[src/rtl/calc_seq.sv]
// calc_seq: registered WIDTH-bit ALU with an iterative 1-bit-per-cycle shifter
// behind a start/done handshake; produces result, write enable and {S,Z,C,V}.
module calc_seq #(
    parameter int WIDTH = 16,
    parameter int SHW   = $clog2(WIDTH)
) (
    input  logic             clk,
    input  logic             rst_n,
    input  logic             start,
    input  logic [3:0]       op,
    input  logic [WIDTH-1:0] a,
    input  logic [WIDTH-1:0] b,
    input  logic [SHW-1:0]   shamt,
    output logic             busy,
    output logic             done,
    output logic [WIDTH-1:0] result,
    output logic [3:0]       code,
    output logic             wr_en
);

    localparam logic [3:0] OP_ADD = 4'b0000;
    localparam logic [3:0] OP_SUB = 4'b0001;
    localparam logic [3:0] OP_AND = 4'b0010;
    localparam logic [3:0] OP_OR  = 4'b0011;
    localparam logic [3:0] OP_XOR = 4'b0100;
    localparam logic [3:0] OP_CMP = 4'b0101;
    localparam logic [3:0] OP_MOV = 4'b0110;

    localparam logic [1:0] SH_SLL = 2'b00;
    localparam logic [1:0] SH_SLR = 2'b01;
    localparam logic [1:0] SH_SRL = 2'b10;
    localparam logic [1:0] SH_SRA = 2'b11;

    localparam logic [SHW-1:0] CNT_ZERO = {SHW{1'b0}};
    localparam logic [SHW-1:0] CNT_ONE  = {{(SHW-1){1'b0}}, 1'b1};
    localparam int             MSB      = WIDTH - 1;

    typedef enum logic {
        IDLE  = 1'b0,
        SHIFT = 1'b1
    } state_t;

    state_t           state_r;
    logic [WIDTH-1:0] work_r;
    logic [SHW-1:0]   cnt_r;
    logic [1:0]       shop_r;
    logic             busy_r;
    logic             done_r;
    logic [WIDTH-1:0] result_r;
    logic [3:0]       code_r;
    logic             wr_en_r;

    logic [WIDTH:0]   ext_s;
    logic [WIDTH-1:0] alu_res_s;
    logic             alu_c_s;
    logic             alu_v_s;
    logic             alu_def_s;
    logic             alu_we_s;
    logic             is_shift_s;
    logic [WIDTH-1:0] step_s;
    logic             step_c_s;

    // Condition code {S,Z,C,V} from a final result and its carry/overflow bits.
    function automatic logic [3:0] flags_f(input logic [WIDTH-1:0] r,
                                           input logic c,
                                           input logic v);
        flags_f = {r[MSB], (r == {WIDTH{1'b0}}), c, v};
    endfunction

    assign is_shift_s = (op[3:2] == 2'b10);

    // Single-cycle ALU for the non-shift functions.
    always_comb begin
        ext_s     = {(WIDTH+1){1'b0}};
        alu_res_s = {WIDTH{1'b0}};
        alu_c_s   = 1'b0;
        alu_v_s   = 1'b0;
        alu_def_s = 1'b1;
        alu_we_s  = 1'b1;
        case (op)
            OP_ADD: begin
                ext_s     = {1'b0, a} + {1'b0, b};
                alu_res_s = ext_s[WIDTH-1:0];
                alu_c_s   = ext_s[WIDTH];
                alu_v_s   = (a[MSB] == b[MSB]) && (ext_s[MSB] != a[MSB]);
            end
            OP_SUB, OP_CMP: begin
                // b-a: the extra top bit of the widened difference is the borrow
                ext_s     = {1'b0, b} - {1'b0, a};
                alu_res_s = ext_s[WIDTH-1:0];
                alu_c_s   = ext_s[WIDTH];
                alu_v_s   = (a[MSB] != b[MSB]) && (ext_s[MSB] != b[MSB]);
                alu_we_s  = (op == OP_SUB);
            end
            OP_AND: alu_res_s = a & b;
            OP_OR:  alu_res_s = a | b;
            OP_XOR: alu_res_s = a ^ b;
            OP_MOV: alu_res_s = b;
            default: begin
                alu_def_s = 1'b0;
                alu_we_s  = 1'b0;
            end
        endcase
    end

    // One-bit shift step of the working register and the bit it pushes out.
    always_comb begin
        step_s   = work_r;
        step_c_s = 1'b0;
        case (shop_r)
            SH_SLL: begin
                step_s   = {work_r[WIDTH-2:0], 1'b0};
                step_c_s = work_r[MSB];
            end
            SH_SLR: begin
                step_s   = {work_r[WIDTH-2:0], work_r[MSB]};
                step_c_s = 1'b0;
            end
            SH_SRL: begin
                step_s   = {1'b0, work_r[WIDTH-1:1]};
                step_c_s = work_r[0];
            end
            SH_SRA: begin
                step_s   = {work_r[MSB], work_r[WIDTH-1:1]};
                step_c_s = work_r[0];
            end
            default: begin
                step_s   = work_r;
                step_c_s = 1'b0;
            end
        endcase
    end

    // Control FSM with registered handshake and result outputs.
    always_ff @(posedge clk) begin
        if (!rst_n) begin
            state_r  <= IDLE;
            work_r   <= {WIDTH{1'b0}};
            cnt_r    <= CNT_ZERO;
            shop_r   <= 2'b00;
            busy_r   <= 1'b0;
            done_r   <= 1'b0;
            result_r <= {WIDTH{1'b0}};
            code_r   <= 4'b0000;
            wr_en_r  <= 1'b0;
        end else begin
            case (state_r)
                IDLE: begin
                    busy_r <= 1'b0;
                    if (start) begin
                        if (is_shift_s) begin
                            work_r <= b;
                            cnt_r  <= shamt;
                            shop_r <= op[1:0];
                            if (shamt == CNT_ZERO) begin
                                state_r  <= IDLE;
                                done_r   <= 1'b1;
                                result_r <= b;
                                code_r   <= flags_f(b, 1'b0, 1'b0);
                                wr_en_r  <= 1'b1;
                            end else begin
                                state_r <= SHIFT;
                                busy_r  <= 1'b1;
                                done_r  <= 1'b0;
                            end
                        end else begin
                            state_r  <= IDLE;
                            done_r   <= 1'b1;
                            result_r <= alu_res_s;
                            code_r   <= alu_def_s ? flags_f(alu_res_s, alu_c_s, alu_v_s) : 4'b0000;
                            wr_en_r  <= alu_we_s;
                        end
                    end else begin
                        done_r <= 1'b0;
                    end
                end
                SHIFT: begin
                    // start is ignored here; the shift in flight runs to completion
                    work_r <= step_s;
                    cnt_r  <= cnt_r - CNT_ONE;
                    if (cnt_r == CNT_ONE) begin
                        state_r  <= IDLE;
                        busy_r   <= 1'b0;
                        done_r   <= 1'b1;
                        result_r <= step_s;
                        code_r   <= flags_f(step_s, step_c_s, 1'b0);
                        wr_en_r  <= 1'b1;
                    end else begin
                        state_r <= SHIFT;
                        busy_r  <= 1'b1;
                        done_r  <= 1'b0;
                    end
                end
                default: begin
                    state_r <= IDLE;
                    busy_r  <= 1'b0;
                    done_r  <= 1'b0;
                end
            endcase
        end
    end

    assign busy   = busy_r;
    assign done   = done_r;
    assign result = result_r;
    assign code   = code_r;
    assign wr_en  = wr_en_r;

endmodule

[config.mk]
export PLATFORM = sky130hd
export DESIGN_NAME = calc_seq
export DESIGN_NICKNAME = d
export VERILOG_FILES = /design/src/rtl/calc_seq.sv
export SDC_FILE = /design/constraint.sdc
export NUM_CORES = 1
export LEC_CHECK = 0
export CORE_MARGIN = 2
export CORE_UTILIZATION = 45
export DETAILED_ROUTE_END_ITERATION = 12
export PLACE_DENSITY = 0.67
export RECOVER_POWER = 50
export SLEW_MARGIN = 10
export SYNTH_ARGS = -nofsm -noshare
export SYNTH_HDL_FRONTEND = slang
export SYNTH_SLANG_ARGS = --single-unit
[constraint.sdc]
create_clock -name clk -period 6.4 [get_ports clk]
set_clock_uncertainty 0.1 [all_clocks]
set_input_delay 1.28 -clock clk [delete_from_list [all_inputs] [get_ports clk]]
set_output_delay 1.28 -clock clk [all_outputs]
set_load 0.02 [all_outputs]
==> results of run 1 <==
area by class of cell:
class | count | area [um2]
Inverter | 59 | 221
Tap cell | 143 | 179
Clock inverter | 1 | 5.00
Sequential cell | 45 | 901
Timing Repair Buffer | 72 | 699
Clock buffer | 5 | 125
Multi-Input combinational cell | 574 | 3910
Fill cell | 1145 | 5330
placed cells by master, fill, tap and decap left out, types with 8 or more instances in the layout:
cell type,synthesis,final
nor2_1,88,88
nand2_1,78,78
inv_1,57,57
ha_1,53,53
a21oi_1,46,46
dfxtp_1,45,45
clkdlybuf4s50_1,0,43
o21ai_0,40,40
dlygate4sd3_1,0,22
nor3_1,20,20
nand3_1,20,20
mux2_2,13,13
nor4_1,14,13
a311oi_1,12,12
a211oi_1,11,11
o211ai_1,8,8
a221o_1,8,8
mux2i_1,8,8
power groups by stage:
stage                     combinational (uW)  sequential (uW)  clock (uW)
after CTS                                420              321         247
after global placement                   413              326           0
after global routing                     460              324         257
final                                    422              321         247
after detailed placement                 417              327           0
after floorplan                          263              336           0
synth_stat cells, types with 5 or more instances:
master,count
a31oi_1,7
nor3_1,20
o221ai_1,5
mux2i_1,8
a221oi_1,7
o31ai_1,7
nor2_1,88
mux2_2,13
nand3_1,20
o211ai_1,8
clkbuf_1,34
a21o_1,6
a22oi_1,5
and2_1,5
and3_1,7
a221o_1,8
or3_1,5
buf_2,7
a222oi_1,7
a211oi_1,11
a311oi_1,12
o21ai_0,40
nand2_1,78
nor4_1,14
a21oi_1,46
ha_1,53
dfxtp_1,45
o21a_1,7
inv_1,57
nand2b_1,7
state kept, by name, indices dropped and copies added, names as in the netlist:
register / flops
result: 16
work_r: 16
cnt_r: 4
code: 4
shop_r: 2
busy: 1
done: 1
wr_en: 1
logic make-up (layout without fill, tap and decap cells):
family                   count (synthesis)  in the layout  share of synthesized area [%]
flip-flops                              45             45                           17.3
adder cells (fa/ha/maj)                 55             55                           13.5
multiplexers                            22             22                           4.78
AND/OR/NAND/NOR                        272            272                           24.6
XOR/XNOR                                 2              2                          0.336
AO/OA/AOI/OAI                          223            223                           31.1
buffers and inverters                  105            137                           8.36
worst paths after layout:
check	slack [ps]	cells past startpoint	to
hold / removal	380	2	result[3]$_SDFFE_PN0P_
hold reg to reg	380	2	result[3]$_SDFFE_PN0P_
setup / recovery	1570	9	code[2]$_SDFFE_PN0P_
setup reg to reg	1570	9	code[2]$_SDFFE_PN0P_
worst max-delay path: cells and delay by family (launching register included):
kind | cells | cell delay, ps
buffers and inverters | 2 | 2470
AO/OA/AOI/OAI | 3 | 1270
AND/OR/NAND/NOR | 4 | 550
flip-flops | 1 | 300
through the flow:
step | instance area [um2] | std cells | total power [uW]
global route | 6040 | 899 | 1040
global placement | 5910 | 893 | 739
floorplan | 5210 | 724 | 599
detailed placement | 5910 | 893 | 744
CTS | 6040 | 899 | 988
finish | 6040 | 899 | 990
metal layers:
layer	track usage (%)	up-vias	routed length (um)	part of all wire (%)
met3	3.21	44	1360	7.3
li1	-	2727	-	-
met1	41.3	2736	8300	44
met5	0	-	0	0
met2	47.6	301	8490	45
met4	9.30	0	567	3.0
==> impl_metrics.tcl, run 1 <==
set metrics [dict create \
    min_path_type "reg2reg" \
    grt_util_all_layers_pct 29.4 \
    yosysTopAreaCellShare_pct 17.3 \
    setup_tns_ps 0 \
    violations "max-capacitance violations, max-slew violations" \
    end_kind "flip-flop" \
    setup_viol 0 \
    pwr-share-clk_pct 24.9 \
    yosysSeqAreaShare_pct 17.3 \
    cts-buffers-inserted 5 \
    cp.arrival_ps 4910 \
    intPower_uw 610 \
    htree_levels 2 \
    critPathSlowestCell "clkinv_1" \
    peakVddDrop_v 0.000148 \
    portBuffers 65 \
    worstPathCellList "clkbuf_1, clkinv_1, o211ai_1, nand2_1, o21ai_0, nor4_1, nand3_1, or4_1, o31ai_2" \
    ys_top_cells_by_area "dfxtp_1 (17%), ha_1 (13%), nor2_1 (6.3%)" \
    post_synth.cell_area_avg_um2 7.19 \
    status "finished with violations" \
    rsz0062_at_grt "false" \
    netlist_instances 724 \
    switching_power_uw 380 \
    drc_errors 0 \
    detail-route-antenna-nets 0 \
    first_global_vias 5558 \
    crit_required_ps 6480 \
    grt_max_degree 37 \
    vias 5808 \
    dieWidth_um 112 \
    crit_fanout 35 \
    antenna_found_initial 0 \
    start_util_pct 45.8 \
    holdCritStartpoint "result[3]$_SDFFE_PN0P_" \
    synthArstFlopShare_pct 0 \
    cts_tree "done" \
    maxSlewViolCount 36 \
    switching_share_pct 38.4 \
    nets 855 \
    cp_slowest_stage_delay_ps 1330 \
    post_cts_resized 0 \
    fin_util_pct 53.1 \
    cts_root_buf "clkbuf_16" \
    finalHoldViolCount 0 \
    seq_power_share_pct 32.4 \
    io_pins 66 \
    pwr_density_cell_nw_per_um2 164 \
    antenna_cells 0 \
    reg2reg_from "busy$_SDFF_PN0_" \
    max_slew_margin_pct -5.68 \
    drt_iter0_drc 724 \
    startpoint_type "flip-flop" \
    cts.reportedPaths.clkPinSlew_ps 60 \
    synthesis.area_um2 5210 \
    synth_edf_count 0 \
    worst_slew_pin_slew_ps 1590 \
    rows 39 \
    ys.flop_type "dfxtp_1" \
    syn2layout_area_growth_pct 15.9 \
    leakagePower_uw 0.00249 \
    clock_latency_ps 290 \
    post-cts-setup-buffers 0 \
    drive_gt1_share_pct 6.48 \
    synthesis.nets 822 \
    firstDrtPassIters 5 \
    post-route-period-util_pct 75.4 \
    die_area_um2 12500 \
    whs_ps 376 \
    clock_sinks 45 \
    ys_types 78 \
    setup_slack_ps 1570 \
    drt-total-wl_um 18700 \
    pre_cts_ws_ps 1430 \
    grt_pass1_wl_um 29800 \
    die_h_um 112 \
    synth_top_area_cell "dfxtp_1" \
    ys_ff_latch 45 \
    final.min_clock_period_ps 4830 \
    gp_congestion 1.00 \
    core_um2 11400 \
    hold_buffers 0 \
    via_per_inst 6.46 \
    yosys_warnings 0 \
    max_freq_ghz 0.207 \
    wire_per_inst_um 20.8 \
    critPathKind "reg2reg" \
    comb_power_share_pct 42.7 \
    clockBufferDepth 2 \
    critical_path.startpoint "busy$_SDFF_PN0_" \
    drv_cap 1 \
    gr-total-overflow 0 \
    post-dp-hpwl_um 13800 \
]
Power figures use the tool's default switching activity.
==> run 2: changes to the inputs <==
- clock period: 6.4 -> 4.47 ns (I/O delays scaled with it)
==> impl_metrics.tcl, run 2 (synthesis gave the netlist of run 1 again) <==
set metrics [dict create \
    clock_sinks 45 \
    grt_max_degree 37 \
    status "finished with violations" \
    crit_required_ps 4580 \
    holdPathStages 2 \
    critPathKind "in2reg" \
    reg2reg_depth 7 \
    syn2layout_area_growth_pct 22.5 \
    core_um2 11400 \
    dieWidth_um 112 \
    setup_tns_ps 0 \
    first_global_vias 5632 \
    wl_met1_um 8340 \
    cts.reportedPaths.clkPinSlew_ps 60 \
    startpoint_type "input port" \
    placed_cells_incl_taps 934 \
    antenna_cells 0 \
    clock_latency_ps 290 \
    multi_input_area_um2 3890 \
    end_kind "flip-flop" \
    cts-buffers-inserted 5 \
    violations "max-capacitance violations, max-slew violations" \
    wl_met3_um 1510 \
    antenna_found_initial 0 \
    cts_root_buf "clkbuf_16" \
    pwr_density_cell_nw_per_um2 241 \
    io_pins 66 \
    firstDrtPassIters 6 \
    fillers 1090 \
    top_layer "met4" \
    gp_congestion 0.963 \
    max_slew_margin_pct -3.74 \
    stdcell_count 942 \
    leakagePower_uw 0.00269 \
    portBuffers 65 \
    drive_gt1_share_pct 11.3 \
    final_cell_mix "nor2_1 (88), nand2_1 (78), inv_1 (57), ha_1 (53), a21oi_1 (46)" \
    die_area_um2 12500 \
    final_common_cell "nor2_1" \
    min_path_type "reg2reg" \
    vias 5972 \
    gr-total-overflow 0 \
    setup_viol 0 \
    post-dp-hpwl_um 14600 \
    htree_levels 2 \
    start_util_pct 45.8 \
    cp_top_family "compound AO/OA/AOI/OAI gates" \
    post-cts-setup-buffers 0 \
    max_freq_ghz 0.244 \
    post-route-period-util_pct 91.6 \
    die_h_um 112 \
    drc_errors 0 \
    cp_slowest_stage_delay_ps 550 \
    drt-total-wl_um 19000 \
    cp.arrival_ps 4200 \
    drt_iter0_drc 674 \
    wire_per_inst_um 20.2 \
    dr_wl_met2_um 8540 \
    finalHoldViolCount 0 \
    critical_path_depth 13 \
    crit_fanout 3 \
    post_cts_resized 0 \
    worst_slew_pin_slew_ps 1560 \
    hold_buffers 0 \
    maxSlewViolCount 36 \
    grt_pass1_wl_um 30200 \
    clockBufferDepth 2 \
    peakVddDrop_v 0.000196 \
    rsz0062_at_grt "false" \
    final.min_clock_period_ps 4100 \
    cts_tree "done" \
    detail-route-antenna-nets 0 \
    total_power_uw 1530 \
    setup_slack_ps 374 \
    via_per_inst 6.34 \
    rows 39 \
    worstPathCellList "clkdlybuf4s50_1, ha_1, inv_1, fa_1, nor2b_1, o311a_1, o311a_1, a311oi_2, nor2_1, nor2_1, o21ai_0, or4_4, o31ai_2" \
    critPathSlowestCell "or4_4" \
    nets 896 \
    seqCellArea_um2 901 \
    grt_util_all_layers_pct 29.9 \
    drv_cap 1 \
    crit_buf_inv 2 \
    pre_cts_ws_ps 94.9 \
]
[run 2: layout make-up]
| class | instances | area share (%) |
|---|---|---|
| clock buffers | 6 | 2.18 |
| clock inverters | 2 | 0.588 |
| flip-flops and latches | 45 | 14.1 |
| multi-input cells | 574 | 61.0 |
| inverters | 59 | 3.47 |
| well taps | 143 | 2.80 |
| repair buffers | 113 | 15.9 |
[run 2: final timing paths]
path,from,end,slack (ps)
worst max register to register,busy$_SDFF_PN0_,result[6]$_SDFFE_PN0P_,410
worst min-delay path,result[3]$_SDFFE_PN0P_,result[3]$_SDFFE_PN0P_,370
worst max-delay path,a[0],code[2]$_SDFFE_PN0P_,370
worst min register to register,result[3]$_SDFFE_PN0P_,result[3]$_SDFFE_PN0P_,370
[run 2: power breakdown]
part           total [uW]  internal [uW]  switching (uW)
logic                 633            262             370
registers             459            433            26.3
clock network         443            279             164
[run 2: layer usage]
layer / vias to the layer above / global-route usage (%)
li1: 2811 / -
met1: 2797 / 41.4
met2: 321 / 48.3
met3: 43 / 3.43
met4: 0 / 10.2
met5: - / 0
[run 2: worst reg2reg max path: cells and delay by family, from the launching register on]
kind / cells / cell delay, ps
compound gates: 2 / 530
buf+inv: 2 / 2190
simple gates: 3 / 780
flops: 1 / 310
[run 2: through the flow]
| stage | hold slack, ps | instance area, um2 | utilization (%) |
|---|---|---|---|
| after global routing | 397 | 6380 | 56.1 |
| after CTS | 370 | 6390 | 56.2 |
| final | 367 | 6380 | 56.1 |
| after floorplan | 369 | 5210 | - |
| after global placement | 357 | 6220 | 54.7 |
| after detailed placement | 362 | 6220 | 54.7 |
